## config.mk

```make
export PLATFORM = sky130hd
export DESIGN_NAME = etc_planar_block_sequencer
export DESIGN_NICKNAME = d
export VERILOG_FILES = /design/src/rtl/etc_planar_block_sequencer_pkg.sv /design/src/rtl/etc_planar_block_sequencer_fifo.sv /design/src/rtl/etc_planar_block_sequencer.sv
export SDC_FILE = /design/constraint.sdc
export NUM_CORES = 1
export LEC_CHECK = 0
export CORE_MARGIN = 2
export CORE_UTILIZATION = 45
export CTS_CLUSTER_SIZE = 40
export DETAILED_ROUTE_END_ITERATION = 16
export PLACE_DENSITY = 0.82
export SLEW_MARGIN = 20
export SYNTH_ARGS = -nofsm -noshare
export SYNTH_HDL_FRONTEND = slang
export SYNTH_SLANG_ARGS = --single-unit
```

## constraint.sdc

```tcl
create_clock -name sclk -period 3.1 [get_ports sclk]
set_clock_uncertainty 0.15 [all_clocks]
set_input_delay 0.775 -clock sclk [delete_from_list [all_inputs] [get_ports sclk]]
set_output_delay 0.775 -clock sclk [all_outputs]
set_load 0.02 [all_outputs]
```

## src/rtl/etc_planar_block_sequencer_pkg.sv

```systemverilog
`default_nettype none
// ============================================================================
// Module  : etc_planar_block_sequencer_pkg
// Brief   : Shared constants, state encoding and RGBA packing for the ETC2
//           planar block sequencer.
// Revision: 1.0 - initial release
// ============================================================================
package etc_planar_block_sequencer_pkg;

    localparam int ETC_PIX_PER_BLK = 16;
    localparam int ETC_IDX_W       = 4;
    localparam int ETC_RGBA_W      = 32;

    typedef enum logic [1:0] {
        SEQ_IDLE  = 2'd0,
        SEQ_RUN   = 2'd1,
        SEQ_DRAIN = 2'd2
    } seq_state_e;

    // Output pixel word is {a,b,g,r}, red in the least significant byte.
    function automatic logic [ETC_RGBA_W-1:0] etc_pack_rgba(
        input logic [7:0] r,
        input logic [7:0] g,
        input logic [7:0] b,
        input logic [7:0] a
    );
        return {a, b, g, r};
    endfunction

endpackage
`default_nettype wire

```

## src/rtl/etc_planar_block_sequencer_fifo.sv

```systemverilog
`default_nettype none
// ============================================================================
// Module  : etc_pix_skid_fifo
// Brief   : Small circular output buffer holding generator results until the
//           tile writer accepts them.
// Revision: 1.0 - initial release
// ============================================================================
module etc_pix_skid_fifo #(
    parameter int DEPTH = 2,
    parameter int WIDTH = 8
) (
    input  logic                       sclk,
    input  logic                       rsrt,
    input  logic                       push,
    input  logic [WIDTH-1:0]           push_data,
    input  logic                       pop,
    output logic [WIDTH-1:0]           head,
    output logic [$clog2(DEPTH+1)-1:0] count,
    output logic                       empty
);

    localparam int c_PTR_W = (DEPTH > 1) ? $clog2(DEPTH) : 1;
    localparam int c_CNT_W = $clog2(DEPTH + 1);
    localparam logic [c_PTR_W-1:0] c_PTR_LAST = c_PTR_W'(DEPTH - 1);

    logic [WIDTH-1:0]   r_mem [DEPTH];
    logic [c_PTR_W-1:0] r_wr_ptr;
    logic [c_PTR_W-1:0] r_rd_ptr;
    logic [c_CNT_W-1:0] r_count;
    logic               w_full;
    logic               w_do_push;
    logic               w_do_pop;

    assign w_full    = (r_count == c_CNT_W'(DEPTH));
    assign empty     = (r_count == '0);
    assign w_do_push = push & ~w_full;
    assign w_do_pop  = pop & ~empty;
    assign head      = r_mem[r_rd_ptr];
    assign count     = r_count;

    // Storage, pointers and occupancy; reset flushes everything to zero
    always_ff @(posedge sclk or negedge rsrt) begin
        if (!rsrt) begin
            for (int i = 0; i < DEPTH; i++) begin
                r_mem[i] <= '0;
            end
            r_wr_ptr <= '0;
            r_rd_ptr <= '0;
            r_count  <= '0;
        end else begin
            if (w_do_push) begin
                r_mem[r_wr_ptr] <= push_data;
                r_wr_ptr        <= (r_wr_ptr == c_PTR_LAST) ? '0 : r_wr_ptr + 1'b1;
            end
            if (w_do_pop) begin
                r_rd_ptr <= (r_rd_ptr == c_PTR_LAST) ? '0 : r_rd_ptr + 1'b1;
            end
            case ({w_do_push, w_do_pop})
                2'b10:   r_count <= r_count + 1'b1;
                2'b01:   r_count <= r_count - 1'b1;
                default: r_count <= r_count;
            endcase
        end
    end

    // The sequencer's credit scheme guarantees room for every push
    err_push_full: assert property (@(posedge sclk) disable iff (!rsrt) !(push && w_full));

endmodule
`default_nettype wire

```

## src/rtl/etc_planar_block_sequencer.sv

```systemverilog
`default_nettype none
// ============================================================================
// Module  : etc_planar_block_sequencer
// Brief   : Walks the ETC2 planar colour generator over the 16 pixels of one
//           4x4 block and streams the RGBA results downstream.
// Revision: 1.0 - initial release
// ============================================================================
module etc_planar_block_sequencer
    import etc_planar_block_sequencer_pkg::*;
#(
    parameter int PIX_PER_BLK = ETC_PIX_PER_BLK,
    parameter int FIFO_DEPTH  = 2,
    parameter int TAG_W       = 8
) (
    input  logic                  sclk,
    input  logic                  rsrt,
    input  logic                  blk_valid,
    output logic                  blk_ready,
    input  logic                  blk_alpha,
    input  logic [TAG_W-1:0]      blk_tag,
    input  logic [23:0]           blk_c0,
    input  logic [23:0]           blk_c1,
    input  logic [23:0]           blk_c2,
    output logic                  gen_rtr,
    output logic [ETC_IDX_W-1:0]  gen_pixIdx,
    output logic                  gen_alpha,
    output logic [23:0]           gen_c0,
    output logic [23:0]           gen_c1,
    output logic [23:0]           gen_c2,
    input  logic                  gen_rts,
    input  logic [7:0]            gen_r,
    input  logic [7:0]            gen_g,
    input  logic [7:0]            gen_b,
    input  logic [7:0]            gen_a,
    output logic                  pix_valid,
    input  logic                  pix_ready,
    output logic [ETC_RGBA_W-1:0] pix_rgba,
    output logic [ETC_IDX_W-1:0]  pix_xy,
    output logic [TAG_W-1:0]      pix_tag,
    output logic                  pix_last,
    output logic                  busy
);

    localparam int c_CNT_W  = $clog2(FIFO_DEPTH + 1);
    localparam int c_SUM_W  = c_CNT_W + 1;
    localparam int c_FIFO_W = TAG_W + 1 + ETC_IDX_W + ETC_RGBA_W;
    localparam logic [ETC_IDX_W-1:0] c_LAST_IDX = ETC_IDX_W'(PIX_PER_BLK - 1);

    seq_state_e           r_state;
    seq_state_e           w_state_nxt;
    logic [ETC_IDX_W-1:0] r_idx;
    logic [ETC_IDX_W-1:0] r_idx_d;
    logic                 r_rtr_d;
    logic [TAG_W-1:0]     r_tag;
    logic                 w_accept;
    logic                 w_pop;
    logic                 w_has_credit;
    logic [c_SUM_W-1:0]   w_used;
    logic [c_SUM_W-1:0]   w_limit;
    logic [c_CNT_W-1:0]   w_fifo_count;
    logic                 w_fifo_empty;
    logic [c_FIFO_W-1:0]  w_push_data;
    logic [c_FIFO_W-1:0]  w_head;

    assign w_pop = pix_valid & pix_ready;

    // A slot freed by this cycle's pop is reusable immediately; without it the
    // loop would bubble every other cycle with only two entries of buffering.
    assign w_used       = c_SUM_W'(w_fifo_count) + c_SUM_W'(r_rtr_d);
    assign w_limit      = c_SUM_W'(FIFO_DEPTH) + c_SUM_W'(w_pop);
    assign w_has_credit = (w_used < w_limit);

    // State register
    always_ff @(posedge sclk or negedge rsrt) begin
        if (!rsrt) begin
            r_state <= SEQ_IDLE;
        end else begin
            r_state <= w_state_nxt;
        end
    end

    // Next state, descriptor handshake and generator request
    always_comb begin
        w_state_nxt = r_state;
        blk_ready   = 1'b0;
        gen_rtr     = 1'b0;
        w_accept    = 1'b0;
        case (r_state)
            SEQ_IDLE: begin
                blk_ready = 1'b1;
                if (blk_valid) begin
                    w_accept    = 1'b1;
                    w_state_nxt = SEQ_RUN;
                end
            end
            SEQ_RUN: begin
                gen_rtr = w_has_credit;
                if (w_has_credit && (r_idx == c_LAST_IDX)) begin
                    w_state_nxt = SEQ_DRAIN;
                end
            end
            SEQ_DRAIN: begin
                if (w_pop && pix_last) begin
                    w_state_nxt = SEQ_IDLE;
                end
            end
            default: w_state_nxt = SEQ_IDLE;
        endcase
    end

    assign busy = (r_state != SEQ_IDLE);

    // Descriptor latch, only loaded on the IDLE handshake
    always_ff @(posedge sclk or negedge rsrt) begin
        if (!rsrt) begin
            gen_alpha <= 1'b0;
            gen_c0    <= '0;
            gen_c1    <= '0;
            gen_c2    <= '0;
            r_tag     <= '0;
        end else if (w_accept) begin
            gen_alpha <= blk_alpha;
            gen_c0    <= blk_c0;
            gen_c1    <= blk_c1;
            gen_c2    <= blk_c2;
            r_tag     <= blk_tag;
        end
    end

    // Pixel index counter, advanced once per issued request
    always_ff @(posedge sclk or negedge rsrt) begin
        if (!rsrt) begin
            r_idx <= '0;
        end else if (w_accept) begin
            r_idx <= '0;
        end else if (gen_rtr) begin
            r_idx <= r_idx + 1'b1;
        end
    end

    assign gen_pixIdx = r_idx;

    // In-flight tracking: the generator answers exactly one cycle after rtr
    always_ff @(posedge sclk or negedge rsrt) begin
        if (!rsrt) begin
            r_rtr_d <= 1'b0;
            r_idx_d <= '0;
        end else begin
            r_rtr_d <= gen_rtr;
            if (gen_rtr) begin
                r_idx_d <= r_idx;
            end
        end
    end

    err_rts: assert property (@(posedge sclk) disable iff (!rsrt) (r_rtr_d == gen_rts));

    assign w_push_data = {r_tag, (r_idx_d == c_LAST_IDX), r_idx_d,
                          etc_pack_rgba(gen_r, gen_g, gen_b, gen_a)};

    etc_pix_skid_fifo #(
        .DEPTH (FIFO_DEPTH),
        .WIDTH (c_FIFO_W)
    ) u_fifo (
        .sclk      (sclk),
        .rsrt      (rsrt),
        .push      (r_rtr_d),
        .push_data (w_push_data),
        .pop       (w_pop),
        .head      (w_head),
        .count     (w_fifo_count),
        .empty     (w_fifo_empty)
    );

    assign pix_valid = ~w_fifo_empty;
    assign {pix_tag, pix_last, pix_xy, pix_rgba} = w_head;

endmodule
`default_nettype wire

```

# Word level (Yosys, flattened, before mapping)
# Index checks and enable logic that the tools add are counted.
dict set report word_totals {
  regBits 186
  output_inout_bits 126
}
dict set report classes {
  n_eq_ne 10
  muxes 19
  magnitude_cmp 4
  bitwise 7
  reduce_logical 9
  addsub 7
}
# cell n
set ops {}
lappend ops {{$mux 45} 4}
lappend ops {{$bwmux 90} 1}
lappend ops {{$demux 45 s1} 1}
lappend ops {{$eq 4x4->1 const B} 2}
lappend ops {{$mux 4} 2}
lappend ops {{$eq 2x2->1 const B} 3}
lappend ops {{$mux 1} 6}
lappend ops {{$mux 2} 3}
lappend ops {{$ne 2x2->1 const B} 3}
lappend ops {{$pmux 2 s3} 1}
lappend ops {{$reduce_bool 2->1} 3}
lappend ops {{$add 4x1->4 const B} 1}
lappend ops {{$eq 2x1->1 const B} 2}
lappend ops {{$ge 2x2->1 const B} 2}
lappend ops {{$logic_not 2->1} 2}
lappend ops {{$not 1->2} 2}
lappend ops {{$pmux 2 s2} 1}
lappend ops {{$add 2x1->3} 1}
lappend ops {{$add 2x1->3 const A} 1}
lappend ops {{$and 1x1->1} 3}
lappend ops {{$logic_and 1x1->1} 3}
lappend ops {{$lt 3x3->1} 1}
lappend ops {{$reduce_and 3->1} 1}
lappend ops {{$add 1x1->1 const B} 2}
lappend ops {{other kinds (4)} 5}

# Longest topological paths before layout
dict set report logic_depth {
  ltp_word 8
  ltp_mapped 7
  depth_no_buf 6
}

# Modules after synthesis
# Synthesis repeated with hierarchy kept, for this count alone.
dict set report unflattened {
  cells_unflattened 646
  area_unflattened_um2 8067.7
}
# module seq_area_each_um2 area_per_inst_um2 instances cells_each
set by_module_without_submodules {}
lappend by_module_without_submodules {etc_pix_skid_fifo 2352.3 4509.3 1 257}
lappend by_module_without_submodules {etc_planar_block_sequencer 2302.2 3558.4 1 389}

# Worst setup path before layout
# Ideal clock, no wire load.
dict set report synth_timing {
  path_kind {input -> output}
  startpoint {input port pix_ready}
  endpoint {output port gen_rtr}
  path_slack_ps 820
  t_required_ps 2175
  arrival_time_ps 1355
  cell_stages 4
  path_buffers 0
  cell_sequence {o21ai_2 o21ai_2 nand2_1 inv_1}
}
dict set report synth_between {
  elab_chain_cells 4
}
# element line_no
set synth_rtl {}
lappend synth_rtl {{from (decl)} etc_planar_block_sequencer.sv:36} ;# input logic pix_ready,
lappend synth_rtl {{$and 1x1->1} etc_planar_block_sequencer.sv:65} ;# assign w_pop = pix_valid & pix_ready;
lappend synth_rtl {{$add 2x1->3} etc_planar_block_sequencer.sv:70} ;# assign w_limit = c_SUM_W'(FIFO_DEPTH) + c_SUM_W'(w_pop);
lappend synth_rtl {{$lt 3x3->1} etc_planar_block_sequencer.sv:71} ;# assign w_has_credit = (w_used < w_limit);
lappend synth_rtl {{$mux 1} etc_planar_block_sequencer.sv:88} ;# case (r_state)
lappend synth_rtl {{to (decl)} etc_planar_block_sequencer.sv:24} ;# output logic gen_rtr,
# Every way passes these cells.

# Final worst setup path
dict set report layout_timing {
  startpoint {register u_fifo.r_rd_ptr}
  endpoint {output port pix_tag[2]}
}
dict set report layout_between {
  elab_chain_cells 4
}
# element line_no
set layout_rtl {}
lappend layout_rtl {{from (decl)} etc_planar_block_sequencer_fifo.sv:28} ;# logic [c_PTR_W-1:0] r_rd_ptr;
lappend layout_rtl {{from (signal assigned)} etc_planar_block_sequencer_fifo.sv:56} ;# r_rd_ptr <= (r_rd_ptr == c_PTR_LAST) ? '0 : r_rd_ptr + 1'b1;
lappend layout_rtl {{$not 1->2 (not written as such)} etc_planar_block_sequencer_fifo.sv:38} ;# assign head = r_mem[r_rd_ptr];
lappend layout_rtl {{$mux 45 (not written as such) (3 in series)} etc_planar_block_sequencer_fifo.sv:38}
lappend layout_rtl {{to (decl)} etc_planar_block_sequencer.sv:39} ;# output logic [TAG_W-1:0] pix_tag,
# Every way passes these cells. The select of a mux whose other input is x is not followed.

==> impl_metrics.ini <==
[clock_network]
cts_hold_buf = 0
clockBufferDepth = 2
cts_tree = yes
cts.sinks = 186
clk-insertion-delay-late_ns = 0.43
clk_pin_slew_ns = 0.08
cts_buffers = 17
cts_setup_buffers = 0
htreeDepth = 4
root_buffer = clkbuf_16

[power_and_ir_drop]
switching_share_pct = 35.5
p_comb_share_pct = 51.5
power.switching_uw = 4740
power.internal_uw = 8620
ir_drop_uv = 729
p_total_uw = 13400
power.density_mw_per_mm2 = 1210
seqPwrFrac_pct = 32.7
p_leak_uw = 0.00467
p_clk_share_pct = 15.7

[drt]
post-route-drc-count = 0
vias = 4850
via_per_inst = 5.00
firstDrtPassIters = 4
routed_wl_um = 17400
drtAntennaViolNets = 0
wl_per_cell_um = 18.0
drt_iter0_drc = 122

[critical_path]
end_kind = output pin
crit_required_ns = 2.17
crit_family = buffers and inverters
slowest_delay_ns = 0.57
crit_cells = 3
crit_type = register to output pin
cpMaxStageDelayCell = clkdlybuf4s50_1
worst-path-buf-inv = 2
path_cells = buf_12 -> mux2_2 -> clkdlybuf4s50_1
rr_worst_depth = 5
cp_max_fo = 46
arrival_ns = 2.07
startpoint_type = register

[timing]
worst_slew_pin_slew_ns = 0.662
period_needed_ns = 2.99
setup_tns_ns = 0
finalSetupViolations = 0
max_freq_ghz = 0.334
fin_ws_ns = 0.107
slew_viol_final = 0
timing.final.crit_share_pct = 96.6
timing.slew.headroom_pct = 55.9
hold_viol = 0
rsz0062_at_grt = no

[logic_synthesis]
avgSynthCellArea_um2 = 16.2
ys_warn_count = 0
ys_ff_latch = 186
synth.distinct_cells = 33
synth_area_mm2 = 0.00783
synthCells = 484
ys_seq_area_share_pct = 59.4
synth_nets = 606

[global_routing]
gr-total-overflow = 0
antenna_found_initial = 0
grt_pass1_wl_um = 27800
grt_use_total_pct = 19.6
grt_max_degree = 69
grt_pass1_vias = 5491

[floorplanning]
die_h_um = 136
die-area_mm2 = 0.0185
fp.coreArea_mm2 = 0.0172
initial_core_util_pct = 45.6
pin_count = 244
die_w_um = 136
num_rows = 48

[layout]
fin_nets = 854
diodes = 0
final_cell_mix = 240 x clkdlybuf4s50_1, 185 x dfrtp_1, 170 x mux2_2
final_util_pct = 64.5
final_common_cell = clkdlybuf4s50_1
layout-drive-gt1-share_pct = 36.5
syn_to_final_growth_pct = 41.5

[placement]
place.gp.congestion = 0.752
port_buffers = 242
preCtsSetupSlack_ns = -0.0366
hpwl_um = 12200

[run_status]
status = finished, final reports clean

[flow_run]
maxCapViolations = 0

[worst_hold_path]
hold_path.class = primary input to async pin
## worst reg2reg max path: stages, from the launching register on
cell,delay (ns)
dfrtp_1,0.42
inv_1,0.18
o21ai_2,0.13
nor2_4,0.10
buf_4,0.51
mux2_2,0.46
## sequential cells by signal, summed over array words and instances (netlist names), 2 cells and up
signal and count:
u_fifo.r_mem 90, gen_c0 24, gen_c1 24, gen_c2 24, r_tag 8, gen_pixIdx 4, r_idx_d 4, r_state 2
u_fifo.count 2
## metal layers
metal / GRT usage (%) / up-vias / wire length [µm]
met4: 9.20 / 0 / 494
met1: 21.8 / 2447 / 6640
met5: 0 / - / 0
met3: 5.15 / 31 / 1070
li1: - / 2221 / -
met2: 35.1 / 151 / 9240
## power by group through the flow
| stage | clock [µW] | combinational (µW) | sequential, µW |
|---|---|---|---|
| 2_1_floorplan | 0 | 3620 | 4860 |
| 3_3_place_gp | 0 | 6780 | 4290 |
| 3_5_place_dp | 0 | 6960 | 4410 |
| 4_1_cts | 2170 | 6980 | 4380 |
| 5_1_grt | 2250 | 7300 | 4530 |
| 6_report | 2100 | 6880 | 4370 |
## cell usage after synthesis
master,instances,area share [%]
mux2_2,170,24
o211ai_4,1,0.27
inv_1,6,0.29
mux2i_1,2,0.26
o311ai_0,1,0.11
dfrtp_1,186,59
nor2b_1,1,0.080
xnor2_1,5,0.56
and2_1,1,0.080
ha_1,4,0.64
or3_1,1,0.080
buf_2,8,0.51
nand2b_1,2,0.16
nor2_1,4,0.19
clkbuf_1,2,0.096
nand2_1,6,0.29
a31o_2,1,0.11
o21ai_2,3,0.34
o2bb2ai_1,1,0.11
buf_6,6,0.86
a21o_1,1,0.096
a21oi_1,2,0.13
o21a_1,1,0.096
nand4_1,2,0.16
mux2_4,47,9.0
nand3_1,2,0.13
buf_4,7,0.67
clkbuf_2,1,0.064
nor2_2,1,0.080
o21ai_0,5,0.32
nor2_4,1,0.14
or2_2,2,0.16
nor3_1,1,0.064
## path summary, 6_finish.rpt
check	startpoint	to	slack, ns
max reg2reg	u_fifo.count[1]	u_fifo.r_mem[60]	1.05
max	u_fifo.r_rd_ptr	pix_tag[2]	0.11
min reg2reg	u_fifo.r_mem[36]	u_fifo.r_mem[36]	0.35
min in group sclk	u_fifo.r_mem[36]	u_fifo.r_mem[36]	0.35
max in group asynchronous	rsrt	u_fifo.r_rd_ptr	1.79
min	rsrt	gen_c2[20]	0.17
## repair_timing
item                       4_1_cts  5_1_grt
gates resized for setup          1        1
cloned                           0        0
setup endpoints to repair        1        1
## cell type report
cell class                 count  area [µm²]
fill                        1253        6090
sequential                   186        4660
multi-input combinational    268        2990
timing repair buffer         253        2570
clock buffer                  17         425
tap                          225         282
clock inverter                15         148
inverter                       6        22.5
## stage by stage
stage	hold WS, ns	area (µm²)	cells
after floorplan	0.300	7830	484
after global placement	0.315	10500	938
after detailed placement	0.328	10500	938
after CTS	0.211	11100	970
after global routing	0.222	11100	970
final	0.174	11100	970
## cells by family (layout without fill, tap and decap cells)
| logic type | count (synthesis) | in the layout | synth area share [%] |
|---|---|---|---|
| flops | 186 | 186 | 59.4 |
| fa+ha+maj | 4 | 4 | 0.639 |
| simple gates | 24 | 24 | 1.61 |
| buf+inv | 30 | 291 | 2.49 |
| xor+xnor | 5 | 5 | 0.559 |
| compound gates | 16 | 16 | 1.58 |
| mux | 219 | 219 | 33.7 |
No activity file was read; power rests on OpenSTA's default activity.
